**src/rtl/search_arbiter.sv**
```systemverilog
// Arbitrates between four key-search cores: launches them, latches the first
// (lowest-index) winner or reports exhaustion, and times the search.
module search_arbiter (
    input  logic        CLOCK_50,
    input  logic        reset_n,
    input  logic        go,
    input  logic [3:0]  solution_core,
    input  logic [3:0]  exhausted_core,
    input  logic [23:0] core_key0,
    input  logic [23:0] core_key1,
    input  logic [23:0] core_key2,
    input  logic [23:0] core_key3,
    output logic        start_cores,
    output logic        stop,
    output logic        found,
    output logic        no_key,
    output logic [1:0]  winner_id,
    output logic [23:0] winning_key,
    output logic [31:0] cycle_count
);

    typedef enum logic [2:0] {IDLE, LAUNCH, SEARCH, FOUND, NO_KEY} state_t;

    state_t      state_q, state_d;
    logic        go_q;
    logic        armed_q, armed_d;
    logic        start_cores_q, start_cores_d;
    logic        stop_q, stop_d;
    logic        found_q, found_d;
    logic        no_key_q, no_key_d;
    logic [1:0]  winner_id_q, winner_id_d;
    logic [23:0] winning_key_q, winning_key_d;
    logic [31:0] cycle_count_q, cycle_count_d;

    logic [23:0] keys [4];
    logic        go_edge;
    logic        hit;
    logic [1:0]  sel_id;
    logic [23:0] sel_key;

    always_comb begin
        keys[0] = core_key0;
        keys[1] = core_key1;
        keys[2] = core_key2;
        keys[3] = core_key3;
    end

    // armed_q blocks an edge until go has been seen low since reset, so a go
    // already high at reset release is not mistaken for a request.
    assign go_edge = go && !go_q && armed_q;
    assign armed_d = armed_q || !go;

    // Fixed priority: lowest index wins.
    always_comb begin
        hit     = 1'b0;
        sel_id  = '0;
        sel_key = '0;
        for (int unsigned i = 0; i < 4; i++) begin
            if (!hit && solution_core[i]) begin
                hit     = 1'b1;
                sel_id  = i[1:0];
                sel_key = keys[i];
            end
        end
    end

    always_comb begin
        state_d       = state_q;
        start_cores_d = 1'b0;
        stop_d        = stop_q;
        found_d       = found_q;
        no_key_d      = no_key_q;
        winner_id_d   = winner_id_q;
        winning_key_d = winning_key_q;
        cycle_count_d = cycle_count_q;

        case (state_q)
            IDLE, FOUND, NO_KEY: begin
                if (go_edge) begin
                    state_d       = LAUNCH;
                    start_cores_d = 1'b1;
                    stop_d        = 1'b0;
                    found_d       = 1'b0;
                    no_key_d      = 1'b0;
                    winner_id_d   = '0;
                    winning_key_d = '0;
                    cycle_count_d = '0;
                end
            end
            LAUNCH: begin
                state_d = SEARCH;
            end
            SEARCH: begin
                if (cycle_count_q != '1) begin
                    cycle_count_d = cycle_count_q + 32'd1;
                end
                if (hit) begin
                    state_d       = FOUND;
                    stop_d        = 1'b1;
                    found_d       = 1'b1;
                    winner_id_d   = sel_id;
                    winning_key_d = sel_key;
                end else if (&exhausted_core) begin
                    state_d  = NO_KEY;
                    stop_d   = 1'b1;
                    no_key_d = 1'b1;
                end
            end
            default: begin
                state_d = IDLE;
            end
        endcase
    end

    always_ff @(posedge CLOCK_50) begin
        if (!reset_n) begin
            state_q       <= IDLE;
            go_q          <= 1'b0;
            armed_q       <= !go;
            start_cores_q <= 1'b0;
            stop_q        <= 1'b0;
            found_q       <= 1'b0;
            no_key_q      <= 1'b0;
            winner_id_q   <= '0;
            winning_key_q <= '0;
            cycle_count_q <= '0;
        end else begin
            state_q       <= state_d;
            go_q          <= go;
            armed_q       <= armed_d;
            start_cores_q <= start_cores_d;
            stop_q        <= stop_d;
            found_q       <= found_d;
            no_key_q      <= no_key_d;
            winner_id_q   <= winner_id_d;
            winning_key_q <= winning_key_d;
            cycle_count_q <= cycle_count_d;
        end
    end

    assign start_cores = start_cores_q;
    assign stop        = stop_q;
    assign found       = found_q;
    assign no_key      = no_key_q;
    assign winner_id   = winner_id_q;
    assign winning_key = winning_key_q;
    assign cycle_count = cycle_count_q;

endmodule

```
**config.mk**
```make
export PLATFORM = sky130hd
export DESIGN_NAME = search_arbiter
export DESIGN_NICKNAME = d
export VERILOG_FILES = /design/src/rtl/search_arbiter.sv
export SDC_FILE = /design/constraint.sdc
export NUM_CORES = 1
export LEC_CHECK = 0
export ABC_AREA = 1
export CORE_MARGIN = 3
export CORE_UTILIZATION = 35
export DETAILED_ROUTE_END_ITERATION = 6
export GPL_ROUTABILITY_DRIVEN = 0
export HOLD_SLACK_MARGIN = 0.1
export PLACE_DENSITY = 0.74
export SLEW_MARGIN = 20
export SYNTH_ARGS = -nofsm -noshare
export SYNTH_HDL_FRONTEND = slang
export SYNTH_SLANG_ARGS = --single-unit
```
**constraint.sdc**
```tcl
create_clock -name CLOCK_50 -period 2.1 [get_ports CLOCK_50]
set_input_delay 0.315 -clock CLOCK_50 [delete_from_list [all_inputs] [get_ports CLOCK_50]]
set_output_delay 0.315 -clock CLOCK_50 [all_outputs]
set_load 0.05 [all_outputs]
```
==> results of run 1 <==
[through the flow]
stage	setup slack (ns)	hold slack (ns)	area [um2]	instances	power [uW]
6_report	0.0873	0.460	6490	1007	5620
4_1_cts	0.0801	0.463	6490	1007	5690
5_1_grt	0.0461	0.478	6490	1007	5970
3_5_place_dp	0.134	0.453	6190	991	4120
3_3_place_gp	0.181	0.449	6190	991	4100
2_1_floorplan	0.00732	0.391	4260	688	3250
[final cells by class]
| class | count | area [um2] | share of cell area |
|---|---|---|---|
| Sequential cell | 67 | 1340 | 0.207 |
| Inverter | 60 | 225 | 0.0347 |
| Clock inverter | 7 | 75.1 | 0.0116 |
| Timing Repair Buffer | 193 | 1920 | 0.296 |
| Clock buffer | 9 | 225 | 0.0347 |
| Tap cell | 143 | 179 | 0.0276 |
| Multi-Input combinational cell | 528 | 2520 | 0.389 |
[state kept, by name, indices dropped and copies added, names as in the netlist]
name / flops
found: 1
start_cores: 1
armed_q: 1
winner_id: 2
no_key: 1
winning_key: 24
go_q: 1
cycle_count: 32
state_q: 3
stop: 1
[worst paths after layout]
path | from | to | cells past startpoint
min reg2reg | stop | stop | 2
max reg2reg | cycle_count[0] | cycle_count[16] | 8
min | stop | stop | 2
max | cycle_count[28] | cycle_count[28] | 1
[placed cells by master, fill, tap and decap left out, types with 2 or more instances in the layout]
cell,Yosys,routed
sky130_fd_sc_hd__a21oi_1,35,35
sky130_fd_sc_hd__buf_12,0,4
sky130_fd_sc_hd__clkbuf_16,0,9
sky130_fd_sc_hd__inv_2,3,4
sky130_fd_sc_hd__o211ai_1,26,26
sky130_fd_sc_hd__dfxtp_1,67,67
sky130_fd_sc_hd__buf_4,0,21
sky130_fd_sc_hd__a31o_2,2,2
sky130_fd_sc_hd__inv_1,57,56
sky130_fd_sc_hd__nand2_2,12,12
sky130_fd_sc_hd__nand3_4,2,2
sky130_fd_sc_hd__nor2_2,5,5
sky130_fd_sc_hd__nand3_1,78,78
sky130_fd_sc_hd__or2_2,3,3
sky130_fd_sc_hd__inv_6,0,2
sky130_fd_sc_hd__nor2_1,72,72
sky130_fd_sc_hd__clkdlybuf4s50_1,0,168
sky130_fd_sc_hd__nand4_1,27,27
sky130_fd_sc_hd__a21oi_2,15,15
sky130_fd_sc_hd__clkinvlp_4,0,3
sky130_fd_sc_hd__nand2_1,238,238
sky130_fd_sc_hd__o21ai_0,4,4
sky130_fd_sc_hd__nor2_4,4,4
[routing by layer]
metal	vias up	GRT usage	share of wire
met2	159	0.401	0.48
met5	-	0	0
met4	0	0.0580	0.016
li1	2579	-	-
met1	2250	0.256	0.42
met3	15	0.0591	0.080
[kinds of logic (layout without fill, tap and decap cells)]
group / count (synthesis) / in the layout
AOI/OAI and AO/OA: 83 / 83
and+or+nand+nor: 444 / 444
adders and majority gates: 1 / 1
DFF: 67 / 67
buffers and inverters: 93 / 269
[power groups by stage]
stage / combinational (uW) / sequential, uW / clock [uW]
3_5_place_dp: 2480 / 1650 / 0
3_3_place_gp: 2450 / 1650 / 0
5_1_grt: 2690 / 1650 / 1630
2_1_floorplan: 1090 / 2150 / 0
6_report: 2470 / 1620 / 1530
4_1_cts: 2480 / 1620 / 1580
==> tab_implementation.tex, run 1 <==
\begin{tabular}{lr}
\hline
Metric & Value \\
\hline
\multicolumn{2}{l}{\textbf{Timing}} \\
Final Cycle Share & 0.958 \\
Clock tree skew after final layout & 0.00680 ns \\
Setup Total Neg Slack & 0 ns \\
Final critical path time including I/O delays and setup & around 2 ns \\
Count of pins over their slew limit & 0 \\
Transition time at the pin with the least slew margin & 0.587 ns \\
Max Clock Freq & 0.497 GHz \\
Unrepaired setup endpoints after global routing & no \\
Slew margin rel. & 0.607 \\
Final number of setup-violating endpoints & 0 \\
Final Hold Fails & 0 \\
\multicolumn{2}{l}{\textbf{Drt}} \\
DRC marker count from the first detailed-route iteration & about 240 \\
Total Wirelength & about 15000 um \\
Antenna-violating nets left & 0 \\
Routed wire per std cell & 15.2 um \\
Number of search-and-repair iterations in the first detailed-routing pass & 4 \\
Via count & 5003 \\
Drc violations & 0 \\
Ratio of routed vias to standard cells & 4.97 \\
\multicolumn{2}{l}{\textbf{Floorplan}} \\
Top-Level Pins & 169 \\
Overall die area & 13500 um2 \\
X dimension of the die & 116 um \\
Standard-cell row count & 39 \\
Starting utilization of the core area & 0.365 \\
Core Area & about 12000 um2 \\
Height of the chip & about 120 um \\
\multicolumn{2}{l}{\textbf{Clock network}} \\
Clock slew at the register clock pins of the worst setup and hold paths & 0.06 ns \\
Clock tree sinks & between 60 and 70 \\
Number of cells upsized or downsized after cts & 0 \\
Clk buf depth & 2 \\
CTS HTree Levels & 3 \\
Post CTS Setup Buffer Count & 0 \\
Clock buffers created by TritonCTS & 9 \\
Clock Latency Late Sink & $\sim$0.33 ns \\
TritonCTS clock tree & done \\
CTS Hold Buffers Added & 0 \\
Clk Tree Root Cell & sky130\_fd\_sc\_hd\_\_clkbuf\_16 \\
\multicolumn{2}{l}{\textbf{Power}} \\
Leakage power of the design & 0.00242 uW \\
Pwr Density & 866 nW/um2 \\
Power Internal & 3280 uW \\
Relative contribution of the clock network to total power & 0.272 \\
Combinational group share of total power & 0.439 \\
Part of the total power dissipated in sequential elements & 0.289 \\
Worst supply voltage drop on vdd & 0.000723 V \\
Reported net switching power & about 2300 uW \\
Net Sw Frac & 0.415 \\
\multicolumn{2}{l}{\textbf{Logic synthesis}} \\
Cell with the most instances after synthesis & sky130\_fd\_sc\_hd\_\_nand2\_1 \\
Per-instance average area after synthesis & between 6 and 7 um2 \\
Cell variety after synth & 27 \\
Post-synth ARST share & 0 \\
Basic-gate share of the synthesized area counting and, or, nand and nor cells & 0.461 \\
Cells taking the most area after synthesis & sky130\_fd\_sc\_hd\_\_dfxtp\_1 (32\%), sky130\_fd\_sc\_hd\_\_nand2\_1 (21\%), sky130\_fd\_sc\_hd\_\_nand3\_1 (9.2\%) \\
Number of synthesized register bits & 67 \\
Number of standard cells after synthesis & slightly below 700 \\
Largest family of logic cells by synthesized area & simple AND/OR/NAND/NOR gates \\
Register area share after synthesis & 0.315 \\
Area share of the largest cell type after synthesis & 0.315 \\
Library cell occupying the most area in the post-synthesis netlist & sky130\_fd\_sc\_hd\_\_dfxtp\_1 \\
Number of enable-type register cells in the synthesized netlist & 0 \\
Fraction of synthesized cell area in xor and xnor cells & 0 \\
List of most frequent post-synthesis cells & sky130\_fd\_sc\_hd\_\_nand2\_1 (238), sky130\_fd\_sc\_hd\_\_nand3\_1 (78), sky130\_fd\_sc\_hd\_\_nor2\_1 (72) \\
Post-synthesis share of cell area spent on full adders, half adders and majority gates & 0.00294 \\
Number of warnings reported in the yosys synthesis log & 0 \\
Mapped cell area & 4260 um2 \\
Most used DFF post-synth & sky130\_fd\_sc\_hd\_\_dfxtp\_1 \\
Share of synthesized area spent on multiplexers & 0 \\
Synth Area in Compound Gates & 0.128 \\
Net count of the mapped netlist & 796 \\
\multicolumn{2}{l}{\textbf{Critical path}} \\
Type of element launching the critical path & register \\
Delay of the slowest cell on the worst path & 0.87 ns \\
Kind of capture point of the worst setup path & output port \\
Dominant delay contributor by cell family on the critical path & buffers and inverters \\
Highest net fanout along the worst path & 7 \\
Required time of the critical path & 1.78 ns \\
Slowest stage cell on the critical path & sky130\_fd\_sc\_hd\_\_clkdlybuf4s50\_1 \\
Crit path kind & register to output port \\
Cell breakdown of the critical path & clkdlybuf4s50\_1 \\
Setup slack of the most critical reg-to-reg path & around 0.33 ns \\
Sum of buffers and inverters on the critical path & 1 \\
Worst EP arrival & 1.70 ns \\
\multicolumn{2}{l}{\textbf{Cells and area}} \\
Layout area overhead & 52.4\% \\
Number of nets at the end of the flow & roughly 970 \\
Number of fill cells & between 1000 and 1500 \\
Fraction of the core area covered by cells at the end of the flow & 0.556 \\
Antenna Cells & 0 \\
Fraction of final layout cells sized beyond drive strength 1 & 0.104 \\
\multicolumn{2}{l}{\textbf{Global routing}} \\
Maximum number of pins on one net before global-route repair & 38 \\
First-pass GRT wire length & between 20000 and 25000 um \\
Total global routing track utilization & 0.221 \\
Global route total overflow & 0 \\
Antenna violations before repair & 0 \\
Vias in the first global route & roughly 4700 \\
\multicolumn{2}{l}{\textbf{Placement}} \\
Half-perimeter wire length after placement & approximately 12000 um \\
Quantity of I/O buffers inserted on ports & 168 \\
\multicolumn{2}{l}{\textbf{Run status}} \\
Run status & finished, final reports clean \\
\multicolumn{2}{l}{\textbf{Run}} \\
Maximum capacitance violations & 0 \\
\multicolumn{2}{l}{\textbf{Hold path}} \\
Worst hold path type & register to register \\
\hline
\end{tabular}
No activity file was read; power rests on OpenSTA's default activity.
==> run 2: changes to the inputs <==
--- a/config.mk
+++ b/config.mk
@@ -6,12 +6,12 @@
 export NUM_CORES = 1
 export LEC_CHECK = 0
 export ABC_AREA = 1
-export CORE_MARGIN = 3
+export CORE_MARGIN = 2
 export CORE_UTILIZATION = 35
 export DETAILED_ROUTE_END_ITERATION = 6
 export GPL_ROUTABILITY_DRIVEN = 0
 export HOLD_SLACK_MARGIN = 0.1
-export PLACE_DENSITY = 0.74
+export PLACE_DENSITY = 0.72
 export SLEW_MARGIN = 20
 export SYNTH_ARGS = -nofsm -noshare
 export SYNTH_HDL_FRONTEND = slang
==> constraint.sdc (replaced) <==
create_clock -name CLOCK_50 -period 2.1 [get_ports CLOCK_50]
set_input_delay 0.42 -clock CLOCK_50 [delete_from_list [all_inputs] [get_ports CLOCK_50]]
set_output_delay 0.42 -clock CLOCK_50 [all_outputs]
set_load 0.05 [all_outputs]
==> tab_implementation.tex, run 2 (same netlist as run 1, synthesis figures left out) <==
\begin{tabular}{lr}
\hline
Metric & Value \\
\hline
\multicolumn{2}{l}{\textbf{Placement}} \\
\# placed instances & 1000 (+0.91\%) \\
Half-perimeter wire length after placement & 11300 um (-3.6\%) \\
Quantity of I/O buffers inserted on ports & 168 (unchanged) \\
\multicolumn{2}{l}{\textbf{Timing}} \\
Count of pins over their slew limit & 0 (unchanged) \\
Final Hold Fails & 0 (unchanged) \\
Clock tree skew after final layout & 0.00549 ns (-0.00131 ns) \\
Setup Total Neg Slack & 0 ns (unchanged) \\
Final Cycle Share & 0.978 (+0.0192) \\
Final number of setup-violating endpoints & 0 (unchanged) \\
Transition time at the pin with the least slew margin & 0.581 ns (-0.00605 ns) \\
Max Clock Freq & 0.487 GHz (-2.0\%) \\
Unrepaired setup endpoints after global routing & no \\
Final critical path time including I/O delays and setup & 2.05 ns (+0.0404 ns) \\
Slew margin rel. & 0.611 (+0.00405) \\
\multicolumn{2}{l}{\textbf{Clock network}} \\
Clock Latency Late Sink & 0.34 ns (about the same) \\
Clock slew at the register clock pins of the worst setup and hold paths & 0.06 ns (about the same) \\
Clk buf depth & 2 (unchanged) \\
TritonCTS clock tree & done \\
Clk Tree Root Cell & sky130\_fd\_sc\_hd\_\_clkbuf\_16 \\
Clock buffers created by TritonCTS & 9 (unchanged) \\
Clock tree sinks & 67 (unchanged) \\
CTS HTree Levels & 3 (unchanged) \\
CTS Hold Buffers Added & 0 (unchanged) \\
\multicolumn{2}{l}{\textbf{Global routing}} \\
First-pass GRT wire length & 23300 um (-1.2\%) \\
Vias in the first global route & 4619 (-2.7\%) \\
Maximum number of pins on one net before global-route repair & 39 (+2.6\%) \\
Total global routing track utilization & 0.226 (+0.00515) \\
Antenna violations before repair & 0 (unchanged) \\
Global route total overflow & 0 (unchanged) \\
\multicolumn{2}{l}{\textbf{Run}} \\
Maximum capacitance violations & 0 (unchanged) \\
\multicolumn{2}{l}{\textbf{Power}} \\
Reported net switching power & 2320 uW (-0.46\%) \\
Pwr Density & 896 nW/um2 (+3.4\%) \\
Combinational group share of total power & 0.426 (-0.013) \\
Net Sw Frac & 0.394 (-0.0216) \\
Part of the total power dissipated in sequential elements & 0.274 (-0.015) \\
Power Internal & 3580 uW (+8.9\%) \\
Leakage power of the design & 0.00263 uW (+8.5\%) \\
Relative contribution of the clock network to total power & 0.300 (+0.028) \\
Worst supply voltage drop on vdd & 0.000570 V (-21\%) \\
\multicolumn{2}{l}{\textbf{Floorplan}} \\
Overall die area & 13100 um2 (-3.4\%) \\
Standard-cell row count & 40 (+2.6\%) \\
Starting utilization of the core area & 0.356 (-0.00913) \\
Core Area & 12000 um2 (+2.6\%) \\
X dimension of the die & 114 um (-1.7\%) \\
Top-Level Pins & 169 (unchanged) \\
Height of the chip & 114 um (-1.7\%) \\
\multicolumn{2}{l}{\textbf{Critical path}} \\
Cell breakdown of the critical path & clkdlybuf4s50\_1 \\
Kind of capture point of the worst setup path & output port \\
Highest net fanout along the worst path & 5 (-2) \\
Beginning of the worst register-to-register path & cycle\_count[0] \\
Depth of the critical timing path with buffers and inverters included & 1 (unchanged) \\
Crit path kind & register to output port \\
Dominant delay contributor by cell family on the critical path & buffers and inverters \\
Required time of the critical path & 1.68 ns (-0.10 ns) \\
Last element of the critical path & cycle\_count[15] \\
Delay of the slowest cell on the worst path & 0.85 ns (-0.02 ns) \\
Type of element launching the critical path & register \\
Setup slack of the most critical reg-to-reg path & 0.30 ns (-0.03 ns) \\
Slowest stage cell on the critical path & sky130\_fd\_sc\_hd\_\_clkdlybuf4s50\_1 \\
Sum of buffers and inverters on the critical path & 1 (unchanged) \\
Worst Reg-to-Reg Cells & 8 (unchanged) \\
Worst EP arrival & 1.63 ns (-0.07 ns) \\
Worst reg2reg path endpoint & cycle\_count[16] \\
Worst setup startpoint & cycle\_count[15] \\
\multicolumn{2}{l}{\textbf{Drt}} \\
Total Wirelength & 15000 um (-1.8\%) \\
DRC marker count from the first detailed-route iteration & 293 (+21\%) \\
Number of search-and-repair iterations in the first detailed-routing pass & 5 (+1) \\
Ratio of routed vias to standard cells & 4.99 (+0.34\%) \\
Antenna-violating nets left & 0 (unchanged) \\
Routed wire per std cell & 14.8 um (-2.7\%) \\
Via count & 5065 (+1.2\%) \\
Drc violations & 0 (unchanged) \\
\multicolumn{2}{l}{\textbf{Cells and area}} \\
Fraction of the core area covered by cells at the end of the flow & 0.551 (-0.00575) \\
Flip-flop count of the largest register, all copies and words added & 32 (unchanged) \\
Area used by multi-input combinational logic & 2520 um2 (unchanged) \\
Layout area overhead & 54.7\% \\
Number of nets at the end of the flow & 972 (+0.52\%) \\
Number of fill cells & 1146 (-0.43\%) \\
Storage element area & 1340 um2 (unchanged) \\
Commonest cells after routing, fill and taps aside & sky130\_fd\_sc\_hd\_\_nand2\_1 (238), sky130\_fd\_sc\_hd\_\_clkdlybuf4s50\_1 (154), sky130\_fd\_sc\_hd\_\_nand3\_1 (78), sky130\_fd\_sc\_hd\_\_nor2\_1 (72), sky130\_fd\_sc\_hd\_\_dfxtp\_1 (67) \\
Fraction of final layout cells sized beyond drive strength 1 & 0.116 (+0.0121) \\
Most common library cell in the layout ignoring fill and taps & sky130\_fd\_sc\_hd\_\_nand2\_1 \\
Antenna Cells & 0 (unchanged) \\
Post-layout instance count excluding filler cells & 1016 (+0.89\%) \\
\multicolumn{2}{l}{\textbf{Hold path}} \\
Worst hold path type & register to register \\
\multicolumn{2}{l}{\textbf{Run status}} \\
Run status & finished, final reports clean \\
\hline
\end{tabular}
==> run 2: cell types whose count changed in the layout (fill, tap and decap cells not counted) <==
| cell | previous run | this run |
|---|---|---|
| sky130_fd_sc_hd__bufinv_16 | 1 | 3 |
| sky130_fd_sc_hd__inv_6 | 2 | 0 |
| sky130_fd_sc_hd__clkinvlp_4 | 3 | 0 |
| sky130_fd_sc_hd__clkinv_2 | 1 | 2 |
| sky130_fd_sc_hd__buf_4 | 21 | 32 |
| sky130_fd_sc_hd__buf_12 | 4 | 5 |
| sky130_fd_sc_hd__clkbuf_8 | 0 | 1 |
| sky130_fd_sc_hd__clkdlybuf4s50_1 | 168 | 154 |
| sky130_fd_sc_hd__clkbuf_1 | 0 | 1 |
| sky130_fd_sc_hd__dlymetal6s2s_1 | 0 | 7 |
==> run 2: through the flow <==
stage	power (uW)	area [um2]	setup WS (ns)	hold slack, ns
floorplan	3250	4260	0.00732	0.440
global placement	4140	6220	0.0594	0.451
detailed placement	4150	6220	0.0656	0.453
CTS	5940	6570	0.00303	0.464
global route	6230	6590	0.00570	0.479
finish	5900	6590	0.0469	0.458
==> run 2: what timing repair did <==
action / 4_1_cts / 5_1_grt
endpoints found under the setup margin: 0 / 7
gates resized for setup: 0 / 7
hold endpoints to repair: 0 / 0
setup buffers: 0 / 0
==> run 2: layout make-up <==
type	instances	area share
multi-input cells	528	0.383
well taps	147	0.0279
clock buffers	11	0.0369
inverters	60	0.0342
repair buffers	198	0.299
flip-flops and latches	67	0.204
clock inverters	5	0.0152
==> run 2: worst min path at each step <==
stage | startpoint | to | cells past startpoint
floorplan | state_q[2] | state_q[2] | 2
global placement | winning_key[15] | winning_key[15] | 2
detailed placement | winner_id[1] | winner_id[1] | 2
CTS | winning_key[5] | winning_key[5] | 2
global route | winning_key[3] | winning_key[3] | 2
finish | winning_key[3] | winning_key[3] | 2
==> run 2: power by group through the flow <==
| stage | Sequential, uW | Combinational, uW | Clock, uW |
|---|---|---|---|
| 3_3_place_gp | 1640 | 2490 | 0 |
| 6_report | 1610 | 2520 | 1770 |
| 2_1_floorplan | 2150 | 1090 | 0 |
| 4_1_cts | 1610 | 2520 | 1810 |
| 5_1_grt | 1640 | 2720 | 1870 |
| 3_5_place_dp | 1640 | 2510 | 0 |
==> run 2: routing by layer <==
layer	global-route usage	wire, um
met1	0.272	6440
met5	0	0
met3	0.0545	1330
met4	0.116	522
met2	0.376	6770
